### src/rtl/mux_nx1_pipe.sv
// Registered N:1 selector with valid/ready flow control, a 2-entry skid buffer,
// pipeline flush and detection of an out-of-range select.
// Ports:
//   clk, rst       : clock and synchronous active-high reset
//   data_in, sel   : flattened inputs (input k at [k*WIDTH +: WIDTH]) and binary select
//   in_valid/ready : upstream handshake
//   flush          : drop every buffered entry
//   data_out       : selected, registered data
//   out_valid/ready: downstream handshake
//   sel_err        : one-cycle pulse after an accepted select >= NUM_IN
module mux_nx1_pipe #(
  parameter int              WIDTH   = 5,
  parameter int              NUM_IN  = 2,
  parameter int              SEL_W   = 1,
  parameter logic [WIDTH-1:0] RST_VAL = '0
) (
  input  logic                    clk,
  input  logic                    rst,
  input  logic [NUM_IN*WIDTH-1:0] data_in,
  input  logic [SEL_W-1:0]        sel,
  input  logic                    in_valid,
  output logic                    in_ready,
  input  logic                    flush,
  output logic [WIDTH-1:0]        data_out,
  output logic                    out_valid,
  input  logic                    out_ready,
  output logic                    sel_err
);

  typedef enum logic [1:0] {
    S_EMPTY = 2'd0,
    S_ONE   = 2'd1,
    S_TWO   = 2'd2
  } state_t;

  state_t           r_state;
  logic [WIDTH-1:0] r_main;
  logic [WIDTH-1:0] r_skid;
  logic             r_sel_err;

  logic [WIDTH-1:0] w_payload;
  logic             w_oor;
  logic             w_accept;
  logic             w_emit;

  // An unmatched select falls through to RST_VAL.
  always_comb begin
    w_payload = RST_VAL;
    for (int k = 0; k < NUM_IN; k++) begin
      if (32'(sel) == k) begin
        w_payload = data_in[k*WIDTH +: WIDTH];
      end
    end
  end

  assign w_oor     = (32'(sel) >= NUM_IN);
  assign in_ready  = (r_state != S_TWO);
  assign out_valid = (r_state != S_EMPTY);
  assign w_accept  = in_valid && in_ready;
  assign w_emit    = out_valid && out_ready;
  assign data_out  = r_main;
  assign sel_err   = r_sel_err;

  always_ff @(posedge clk) begin
    if (rst) begin
      r_state   <= S_EMPTY;
      r_main    <= RST_VAL;
      r_skid    <= RST_VAL;
      r_sel_err <= 1'b0;
    end else if (flush) begin
      // Main register keeps its value; only the valid state is dropped.
      r_state   <= S_EMPTY;
      r_sel_err <= 1'b0;
    end else begin
      r_sel_err <= w_accept && w_oor;
      unique case (r_state)
        S_EMPTY: begin
          if (w_accept) begin
            r_main  <= w_payload;
            r_state <= S_ONE;
          end
        end
        S_ONE: begin
          if (w_accept && w_emit) begin
            r_main <= w_payload;
          end else if (w_accept) begin
            r_skid  <= w_payload;
            r_state <= S_TWO;
          end else if (w_emit) begin
            r_state <= S_EMPTY;
          end
        end
        S_TWO: begin
          if (w_emit) begin
            r_main  <= r_skid;
            r_state <= S_ONE;
          end
        end
        default: r_state <= S_EMPTY;
      endcase
    end
  end

endmodule

### config.mk
export PLATFORM = sky130hd
export DESIGN_NAME = mux_nx1_pipe
export DESIGN_NICKNAME = d
export VERILOG_FILES = /design/src/rtl/mux_nx1_pipe.sv
export SDC_FILE = /design/constraint.sdc
export NUM_CORES = 1
export LEC_CHECK = 0
export ABC_CLOCK_PERIOD_IN_PS = 1810
export CAP_MARGIN = 20
export CORE_ASPECT_RATIO = 1.2
export CORE_UTILIZATION = 30
export CTS_BUF_LIST = sky130_fd_sc_hd__clkbuf_8
export CTS_CLUSTER_SIZE = 16
export DETAILED_ROUTE_END_ITERATION = 12
export MAX_ROUTING_LAYER = met4
export PLACE_DENSITY = 0.58
export SLEW_MARGIN = 10
export SYNTH_ARGS = -nofsm -noshare
export SYNTH_HDL_FRONTEND = slang
export SYNTH_SLANG_ARGS = --single-unit
export TNS_END_PERCENT = 30
### constraint.sdc
create_clock -name clk -period 1.81 [get_ports clk]
set_input_delay 0.362 -clock clk [delete_from_list [all_inputs] [get_ports clk]]
set_output_delay 0.362 -clock clk [all_outputs]
set_load 0.01 [all_outputs]
; After elaboration in Yosys (flattened, before gate mapping)
; Cells that the tools add are included.
[classes]
n_reduce_logical = 10
n_bitwise = 2
n_eq_ne = 8
mux = 11
[ops]
columns = op, n
row1 = $mux W5, 4
row2 = $pmux W5 S3, 1
row3 = $mux W2, 5
row4 = $ne A2 B2 Y1 const B, 5
row5 = $reduce_and A4 Y1, 2
row6 = $pmux W2 S3, 1
row7 = $reduce_and A5 Y1, 1
row8 = $logic_and A1 B1 Y1, 3
row9 = $ne A3 B3 Y1 const B, 1
row10 = $reduce_bool A3 Y1, 1
row11 = $eq A2 B1 Y1 const B, 1
row12 = $eq A2 B2 Y1 const B, 1
row13 = $logic_not A2 Y1, 1
row14 = $not A1 Y1, 2
row15 = $reduce_bool A2 Y1, 1
row16 = $reduce_or A2 Y1, 1
[totals]
in_bits = 16
wordCells = 34
reg_bits = 12
out_inout_bits = 8

; Logic depth before layout (Yosys ltp)
[depth]
depth_word = 6
ltp_mapped = 5
depth_no_buf = 3

; Worst setup path after synthesis
; No wires, ideal clock.
[synth_path]
path_type = register to output
start = reg r_state[0]
end = out in_ready
n_path_buf = 1
arrival_ns = 0.840
required_ns = 1.448
setup_slack_ns = 0.608
path_stages_with_launch = 4
cell_sequence = dfxtp_1 -> clkbuf_2 -> and2b_2 -> inv_2
[synth_between]
elab_chain_len = 1
[synth_rtl]
columns = element, line_no
row1 = "start, declared", 36  ; state_t r_state;
row2 = "start signal, assigned", 66  ; r_state <= S_EMPTY;
row3 = "start signal, assigned", 72  ; r_state <= S_EMPTY;
row4 = "start signal, assigned", 80  ; r_state <= S_ONE;
row5 = $ne A2 B2 Y1, 57  ; assign in_ready = (r_state != S_TWO);
row6 = "end, declared", 22  ; output logic in_ready,
; No other way between the ends.

; Worst setup path in the final report
[layout_path]
start = reg r_state[0]
end = out out_valid
[layout_between]
elab_chain_len = 1
[layout_rtl]
columns = element, line_no
row1 = $reduce_bool A2 Y1, 58  ; assign out_valid = (r_state != S_EMPTY);
row2 = "end, declared", 25  ; output logic out_valid,
; No other way between the ends.

==> flow_metrics.tcl <==
set metrics [dict create \
    antenna_found_initial 0 \
    cts.sinks 12 \
    place_area_um2 947 \
    outcome "finished, final reports clean" \
    grt_overflow 0 \
    fin_util_pct 46.8 \
    maxSlewViolCount 0 \
    dp_hpwl_um 1240 \
    drtIter0Drc 5 \
    setup_viol 0 \
    track_usage_pct 15.0 \
    cap_violations 0 \
    cts_tree "built" \
    rows 18 \
    final_antenna_net_count 0 \
    slowest_stage "clkdlybuf4s50_1" \
    rsz0062_at_grt "false" \
    nFillCells 224 \
    power.total_mw 0.649 \
    areaGrowthSynthToFinish_pct 42.2 \
    powerDensity_nw_per_um2 655 \
    syn_area_um2 697 \
    synth_cells 76 \
    leakage_nw 0.361 \
    drc 0 \
    clock_skew_ns 0.00442 \
    hold_violations 0 \
    fin_nets 117 \
    path_clk_slew_ns 0.05 \
    vdd_drop_max_mv 0.458 \
    path_max_fanout 9 \
    synth_nets 92 \
    start_kind "register" \
    yosysUniqueCellTypes 26 \
    final_common_cell "clkdlybuf4s50_1" \
    fp.dieH_um 54.8 \
    ys_seq_elements 12 \
    viasPerCell 4.67 \
    setup_tns_ns 0 \
    antenna_cells 0 \
    fin_area_um2 991 \
    io_buffers 22 \
    start_util_pct 32.9 \
    die_x_um 46 \
    routedWlPerCell_um 12.0 \
    via_count 603 \
    cts_hold_repair.buffers 0 \
    cts_made_buffers 3 \
    drive_above_1_share_pct 19.2 \
    yosysSeqAreaShare_pct 34.5 \
    max_stage_delay_ns 0.47 \
    dr.pass1.iters 3 \
    ctsHtreeMaxLevel 1 \
    ios 24 \
    grt_pass1_vias 574 \
    yosys_warnings 0 \
    endpoint_kind "output port" \
    cp.arrival_ns 1.36 \
    core_area_um2 2120 \
    max_freq_ghz 0.580 \
    avgSynthCellArea_um2 9.17 \
    path_cells "or2_2, clkdlybuf4s50_1" \
    min_path_type "register to register" \
    drt_wl_total_um 1540 \
    path_class "register to output port" \
    clock_latency_ns 0.24 \
    place_congestion 0.735 \
    layout_common_cells "21 x clkdlybuf4s50_1, 11 x dfxtp_1, 10 x nor3_1" \
    grt_max_degree 12 \
    cts-root-buf "clkbuf_8" \
    clockBufferDepth 2 \
    min_period_ns 1.72 \
    fin_crit_sh_pct 95.3 \
    grt_pass1_wl_um 2600 \
    critPathRequiredTime_ns 1.45 \
    die-area_um2 2520 \
]
==> kinds of logic (layout without fill, tap and decap cells) <==
family,after synthesis,count (layout),share of synthesized area (%)
AND/OR/NAND/NOR,29,29,26.8
AO/OA/AOI/OAI,14,14,14.5
flip-flops,12,12,34.5
multiplexers,11,11,16.7
buffers and inverters,9,32,7.00
other,1,1,0.538
==> timing repair <==
item,4_1_cts,5_1_grt
resized for setup,3,0
setup endpoints to repair,1,0
setup buffers,0,0
==> cell type report <==
type | instances | area, um2 | share of cell area (%)
timing repair buffer | 26 | 249 | 25.1
clock buffer | 3 | 41.3 | 4.17
inverter | 3 | 11.3 | 1.14
tap | 30 | 37.5 | 3.79
multi-input combinational | 55 | 408 | 41.2
sequential | 12 | 244 | 24.6
==> layer usage <==
layer | GRT usage, % | share of wire, % | routed length (um) | vias up
li1 | - | - | - | 321
met1 | 18.1 | 46 | 715 | 271
met2 | 22.8 | 50 | 766 | 9
met3 | 5.94 | 3.4 | 53 | 2
met4 | 4.41 | 0.65 | 10 | 0
met5 | - | 0 | 0 | -
==> synthesized netlist by cell type (all sizes together) <==
master | count | area share (%)
clkbuf | 2 | 1.3
mux2i | 6 | 8.6
and2b | 1 | 1.3
a2111oi | 1 | 2.2
or3b | 6 | 7.5
inv | 3 | 1.6
nand4bb | 2 | 3.2
nor3 | 10 | 7.2
dfxtp | 12 | 34
nor2 | 1 | 0.54
nand2 | 6 | 3.2
o211ai | 5 | 5.4
o31a | 1 | 1.3
or2 | 1 | 0.90
a21oi | 6 | 4.3
and4bb | 1 | 1.8
buf | 4 | 4.1
o211a | 1 | 1.4
conb | 1 | 0.54
nand3b | 1 | 1.1
mux2 | 5 | 8.1
==> registers in the layout, indices dropped and copies added, names as in the netlist <==
register	flops
data_out	5
r_skid	5
r_state	2
==> worst paths after layout <==
kind	from	endpoint	slack [ns]	cells after the start
worst max-delay path	r_state[0]	out_valid	0.09	2
worst min-delay path	data_out[3]	data_out[3]	0.45	2
worst min register to register	data_out[3]	data_out[3]	0.45	2
worst max register to register	r_state[1]	data_out[4]	0.50	4
==> stage by stage <==
step / hold slack [ns] / worst slack, ns / cells
final: 0.454 / 0.0856 / 129
after global routing: 0.480 / 0.0398 / 129
after CTS: 0.461 / 0.0732 / 129
after detailed placement: 0.454 / 0.0297 / 126
after global placement: 0.444 / 0.0439 / 126
after floorplan: 0.431 / 0.608 / 76
==> worst max-delay path, delay by kind of cell, from the launching register on <==
| family | cells | cell delay (ns) |
|---|---|---|
| simple gates | 1 | 0.29 |
| flops | 1 | 0.36 |
| buf+inv | 1 | 0.47 |
==> power breakdown <==
group,internal [mW],switching [mW]
registers,0.276,0.00711
clock network,0.146,0.0916
logic,0.0775,0.0505
Note: power is estimated with default switching activity, not from simulation.
